--- src/rtl/jk_ff_out_monitor.sv ---
// Observation stage behind the JK flop: edge pulses, saturating toggle count,
// last completed high-phase length and a sticky complementarity error flag.
module jk_ff_out_monitor #(
    parameter int unsigned CNT_W = 8,
    parameter int unsigned LEN_W = 8
) (
    input  logic             clk,
    input  logic             reset,
    input  logic             q_i,
    input  logic             qb_i,
    input  logic             clr_i,
    output logic             rise_o,
    output logic             fall_o,
    output logic [CNT_W-1:0] toggle_cnt_o,
    output logic             sat_o,
    output logic [LEN_W-1:0] high_len_o,
    output logic             len_valid_o,
    output logic             comp_err_o
);

    localparam logic [CNT_W-1:0] CNT_MAX = '1;
    localparam logic [LEN_W-1:0] LEN_MAX = '1;

    typedef enum logic [1:0] {
        UNARMED = 2'd0,
        LOW     = 2'd1,
        HIGH    = 2'd2
    } state_t;

    state_t           state;
    logic [LEN_W-1:0] run;

    logic             is_rise_c;
    logic             is_fall_c;
    logic [CNT_W-1:0] cnt_inc_c;
    logic [LEN_W-1:0] run_inc_c;

    // Edge decode and saturating increments from the current armed state
    always_comb begin
        is_rise_c = (state == LOW)  &&  q_i;
        is_fall_c = (state == HIGH) && !q_i;
        cnt_inc_c = (toggle_cnt_o == CNT_MAX) ? toggle_cnt_o : toggle_cnt_o + CNT_W'(1);
        run_inc_c = (run == LEN_MAX) ? run : run + LEN_W'(1);
    end

    always_ff @(posedge clk) begin
        if (!reset || clr_i) begin
            state        <= UNARMED;
            run          <= '0;
            rise_o       <= 1'b0;
            fall_o       <= 1'b0;
            toggle_cnt_o <= '0;
            sat_o        <= 1'b0;
            high_len_o   <= '0;
            len_valid_o  <= 1'b0;
            comp_err_o   <= 1'b0;
        end else begin
            rise_o      <= is_rise_c;
            fall_o      <= is_fall_c;
            len_valid_o <= is_fall_c;

            if (q_i == qb_i) begin
                comp_err_o <= 1'b1;
            end

            if (is_rise_c || is_fall_c) begin
                toggle_cnt_o <= cnt_inc_c;
                if (cnt_inc_c == CNT_MAX) begin
                    sat_o <= 1'b1;
                end
            end

            case (state)
                UNARMED: begin
                    // Priming sample: establish level without reporting an edge
                    state <= q_i ? HIGH : LOW;
                    run   <= q_i ? LEN_W'(1) : '0;
                end
                LOW: begin
                    if (q_i) begin
                        state <= HIGH;
                        run   <= LEN_W'(1);
                    end
                end
                HIGH: begin
                    if (q_i) begin
                        run <= run_inc_c;
                    end else begin
                        state      <= LOW;
                        high_len_o <= run;
                    end
                end
                default: begin
                    state <= UNARMED;
                    run   <= '0;
                end
            endcase
        end
    end

endmodule

--- config.mk ---
export PLATFORM = sky130hd
export DESIGN_NAME = jk_ff_out_monitor
export DESIGN_NICKNAME = d
export VERILOG_FILES = /design/src/rtl/jk_ff_out_monitor.sv
export SDC_FILE = /design/constraint.sdc
export NUM_CORES = 1
export LEC_CHECK = 0
export ABC_CLOCK_PERIOD_IN_PS = 2700
export CORE_MARGIN = 1.5
export CORE_UTILIZATION = 50
export DETAILED_ROUTE_END_ITERATION = 8
export DONT_BUFFER_PORTS = 1
export PLACE_DENSITY = 0.73
export SYNTH_ARGS = -nofsm -noshare
export SYNTH_HDL_FRONTEND = slang
export SYNTH_SLANG_ARGS = --single-unit
export TNS_END_PERCENT = 30
--- constraint.sdc ---
create_clock -name clk -period 2.7 [get_ports clk]
set_input_delay 0.81 -clock clk [delete_from_list [all_inputs] [get_ports clk]]
set_output_delay 0.81 -clock clk [all_outputs]
set_load 0.1 [all_outputs]
==> flow_metrics.env <==
export IMPL_run_status="finished, final reports clean"
export IMPL_maximum_clock_frequency_ghz=0.4792
export IMPL_vias=1400
export IMPL_clock_skew_ns=0.001614
export IMPL_synth_edf_count=0
export IMPL_drt_wl_total_mm=3.449
export IMPL_die_width_um=58.66
export IMPL_drc=0
export IMPL_mapped_area_um2=1549
export IMPL_ys_async_sr_fraction=0
export IMPL_ys_top_cells_by_area="sky130_fd_sc_hd__dfxtp_1 (39%), sky130_fd_sc_hd__a21oi_1 (5.8%), sky130_fd_sc_hd__o21ai_0 (5.5%), sky130_fd_sc_hd__xnor2_1 (5.1%), sky130_fd_sc_hd__nand2_1 (4.1%)"
export IMPL_finalWeightedCongestion=0.9176
export IMPL_cap_violations=0
export IMPL_grt_start_max_net_pins=27
export IMPL_cts_max_path_buffers=2
export IMPL_cts_num_sinks=30
export IMPL_cts_setup_buffers=0
export IMPL_power_static_leakage_uw=0.0005628
export IMPL_fin_crit_sh=0.7730
export IMPL_antenna_found_initial=0
export IMPL_grt_pass1_wl_mm=5.706
export IMPL_ir_drop_v=0.0002177
export IMPL_synth_most_common_cell="sky130_fd_sc_hd__dfxtp_1"
export IMPL_synth_simple_gate_area_share=0.2407
export IMPL_wl_per_cell_um=14.80
export IMPL_final_setup_worst_slack_ns=0.6130
export IMPL_timing_max_slew_rel_slack=0.5832
export IMPL_synth_seq_cells=30
export IMPL_final_nets=207
export IMPL_avgSynthCellArea_um2=8.464
export IMPL_yosys_warning_total=0
export IMPL_cp_required_ns=1.89
export IMPL_mappedNetlistNets=190
export IMPL_rsz_0062_raised_after_global_routing="false"
export IMPL_synth_top_family_by_area="simple AND/OR/NAND/NOR gates"
export IMPL_timing_final_hold_violations=0
export IMPL_clock_insertion_delay_worst_skew_ns=0.33
export IMPL_rows=20
export IMPL_synth_mux_area_fraction=0.01292
export IMPL_yosysTopAreaCellShare=0.3877
export IMPL_ff2ff_setup_slack_ns=0.83
export IMPL_timing_critical_path_slowest_stage_cell="sky130_fd_sc_hd__dfxtp_2"
export IMPL_synthAdderAreaFrac=0.01616
export IMPL_most_instantiated_cells_after_synthesis="sky130_fd_sc_hd__dfxtp_1 (30), sky130_fd_sc_hd__a21oi_1 (18), sky130_fd_sc_hd__nand2_1 (17), sky130_fd_sc_hd__o21ai_0 (17), sky130_fd_sc_hd__nor2_1 (15)"
export IMPL_dieHeight_um=58.66
export IMPL_post_cts_resize_count=0
export IMPL_crit_path_start_kind="register"
export IMPL_postPlaceCellArea_um2=1698
export IMPL_maxSlewViolCount=0
export IMPL_cts_root_buf="sky130_fd_sc_hd__clkbuf_4"
export IMPL_seqCellArea_um2=601.8
export IMPL_final_min_clock_period_ns=2.087
export IMPL_layout_drive_gt1_share=0.1900
export IMPL_area_enclosed_by_the_die_boundary_um2=3441
export IMPL_setup_worst_path_end_class="output pin"
export IMPL_coreArea_um2=3003
export IMPL_synth_compound_area_share=0.2359
export IMPL_timing_critical_path_cells="buf_12"
export IMPL_initial_utilization=0.5158
export IMPL_holdBufCountCts=0
export IMPL_post_route_cell_area_um2=1743
export IMPL_setup_viol_count_final=0
export IMPL_cpPeakStageDelay_ns=0.69
export IMPL_path_class="reg2out"
export IMPL_fill_cells=279
export IMPL_place_port_buffers=0
export IMPL_synth_largest_area_cell="sky130_fd_sc_hd__dfxtp_1"
export IMPL_timing_hold_worst_class="reg2reg"
export IMPL_congestion_overflow_gr=0
export IMPL_fin_setup_tns_ns=0
export IMPL_postLayoutCoreUtil=0.5804
export IMPL_detail_route_antenna_nets=0
export IMPL_sequential_cell_area_fraction_in_the_yosys_report=0.3877
export IMPL_powerDensity_nw_per_um2=426.3
export IMPL_worst_path_dominant_cell_family="flip-flops"
export IMPL_detailedPlace_worstSlack_ns=0.7261
export IMPL_crit_path_max_fanout=2
export IMPL_top_level_ports=26
export IMPL_synthesis_instances=183
export IMPL_worstMarginPinSlew_ns=0.6187
export IMPL_critical_path_buf_inv_count=1
export IMPL_multi_input_comb_area_um2=862.1
export IMPL_clkSlewWorstSetupHoldPaths_ns=0.08
export IMPL_tritoncts_num_buffers=5
export IMPL_first_global_vias=1261
export IMPL_timing_critical_path_arrival_ns=1.28
export IMPL_drt_initial_drc_count=66
export IMPL_area_growth_syn_to_layout_pct=12.52
export IMPL_first_pass_iters=4
export IMPL_num_antenna_cells=0
export IMPL_viasPerCell=6.009
export IMPL_post_synth_xor_area_fraction=0.05089
export IMPL_cts_tree="done"
export IMPL_maximum_level_of_the_cts_h_tree=2
export IMPL_hpwlAfterDp_mm=2.488
export IMPL_synth_flop_cell="sky130_fd_sc_hd__dfxtp_1"
export IMPL_grt_use_total=0.2214
export IMPL_count_of_different_cell_masters_after_synthesis=45
==> sequential cells by signal, indices dropped and copies added (netlist names) <==
register	flops
toggle_cnt_o	8
state	2
len_valid_o	1
high_len_o	8
rise_o	1
run	8
comp_err_o	1
sat_o	1
==> routing by layer <==
metal | track usage | part of all wire | vias to the layer above
li1 | - | - | 690
met1 | 0.2901 | 0.45 | 646
met2 | 0.3130 | 0.45 | 55
met3 | 0.09011 | 0.082 | 9
met4 | 0.1136 | 0.022 | 0
met5 | 0 | 0 | -
==> cell families after synthesis <==
| group | Yosys count |
|---|---|
| compound gates | 55 |
| mux | 2 |
| xor+xnor | 9 |
| fa+ha+maj | 2 |
| flops | 30 |
| simple gates | 68 |
| buf+inv | 17 |
==> final cells by class <==
class,instances,share of cell area
multi-input cells,136,0.4946
flip-flops and latches,30,0.3453
repair buffers,21,0.09763
clock buffers,7,0.02584
well taps,33,0.02369
inverters,6,0.01292
==> per-stage QoR <==
step	power [uW]	hold WS [ns]	cells
2_1_floorplan	507.2	0.4624	183
3_3_place_gp	508.4	0.4533	226
3_5_place_dp	509.4	0.4698	226
4_1_cts	751.7	0.4816	233
5_1_grt	778.8	0.5134	233
6_report	743.0	0.4785	233
==> where the power goes <==
group          total, uW  internal, uW  leakage (uW)  switching (uW)
clock                244          97.9     0.0000254             146
sequential           452           445      0.000243            6.08
combinational       47.9          13.9      0.000295            34.0
total                743           557      0.000563             186
==> cell usage in the layout (no fill, tap or decap), drive strengths merged, types with 3 or more instances in the layout <==
cell     netlist  routed
a2111oi        3       3
a211oi         5       5
a21oi         19      19
buf            7      21
clkbuf         4       7
dfxtp         30      30
inv            6       6
nand2         17      17
nand3          5       5
nand4          4       4
nor2          15      15
nor2b          5       5
nor3           5       5
nor3b          4       4
o21ai         17      17
xnor2          9       9
==> path summary, 6_finish.rpt <==
path                               startpoint            end  cells after the start
worst min-delay path            high_len_o[1]  high_len_o[1]                      2
worst max register to register         run[0]         run[6]                      6
worst min register to register  high_len_o[1]  high_len_o[1]                      2
worst max-delay path              len_valid_o    len_valid_o                      1
Note: power is estimated with default switching activity, not from simulation.
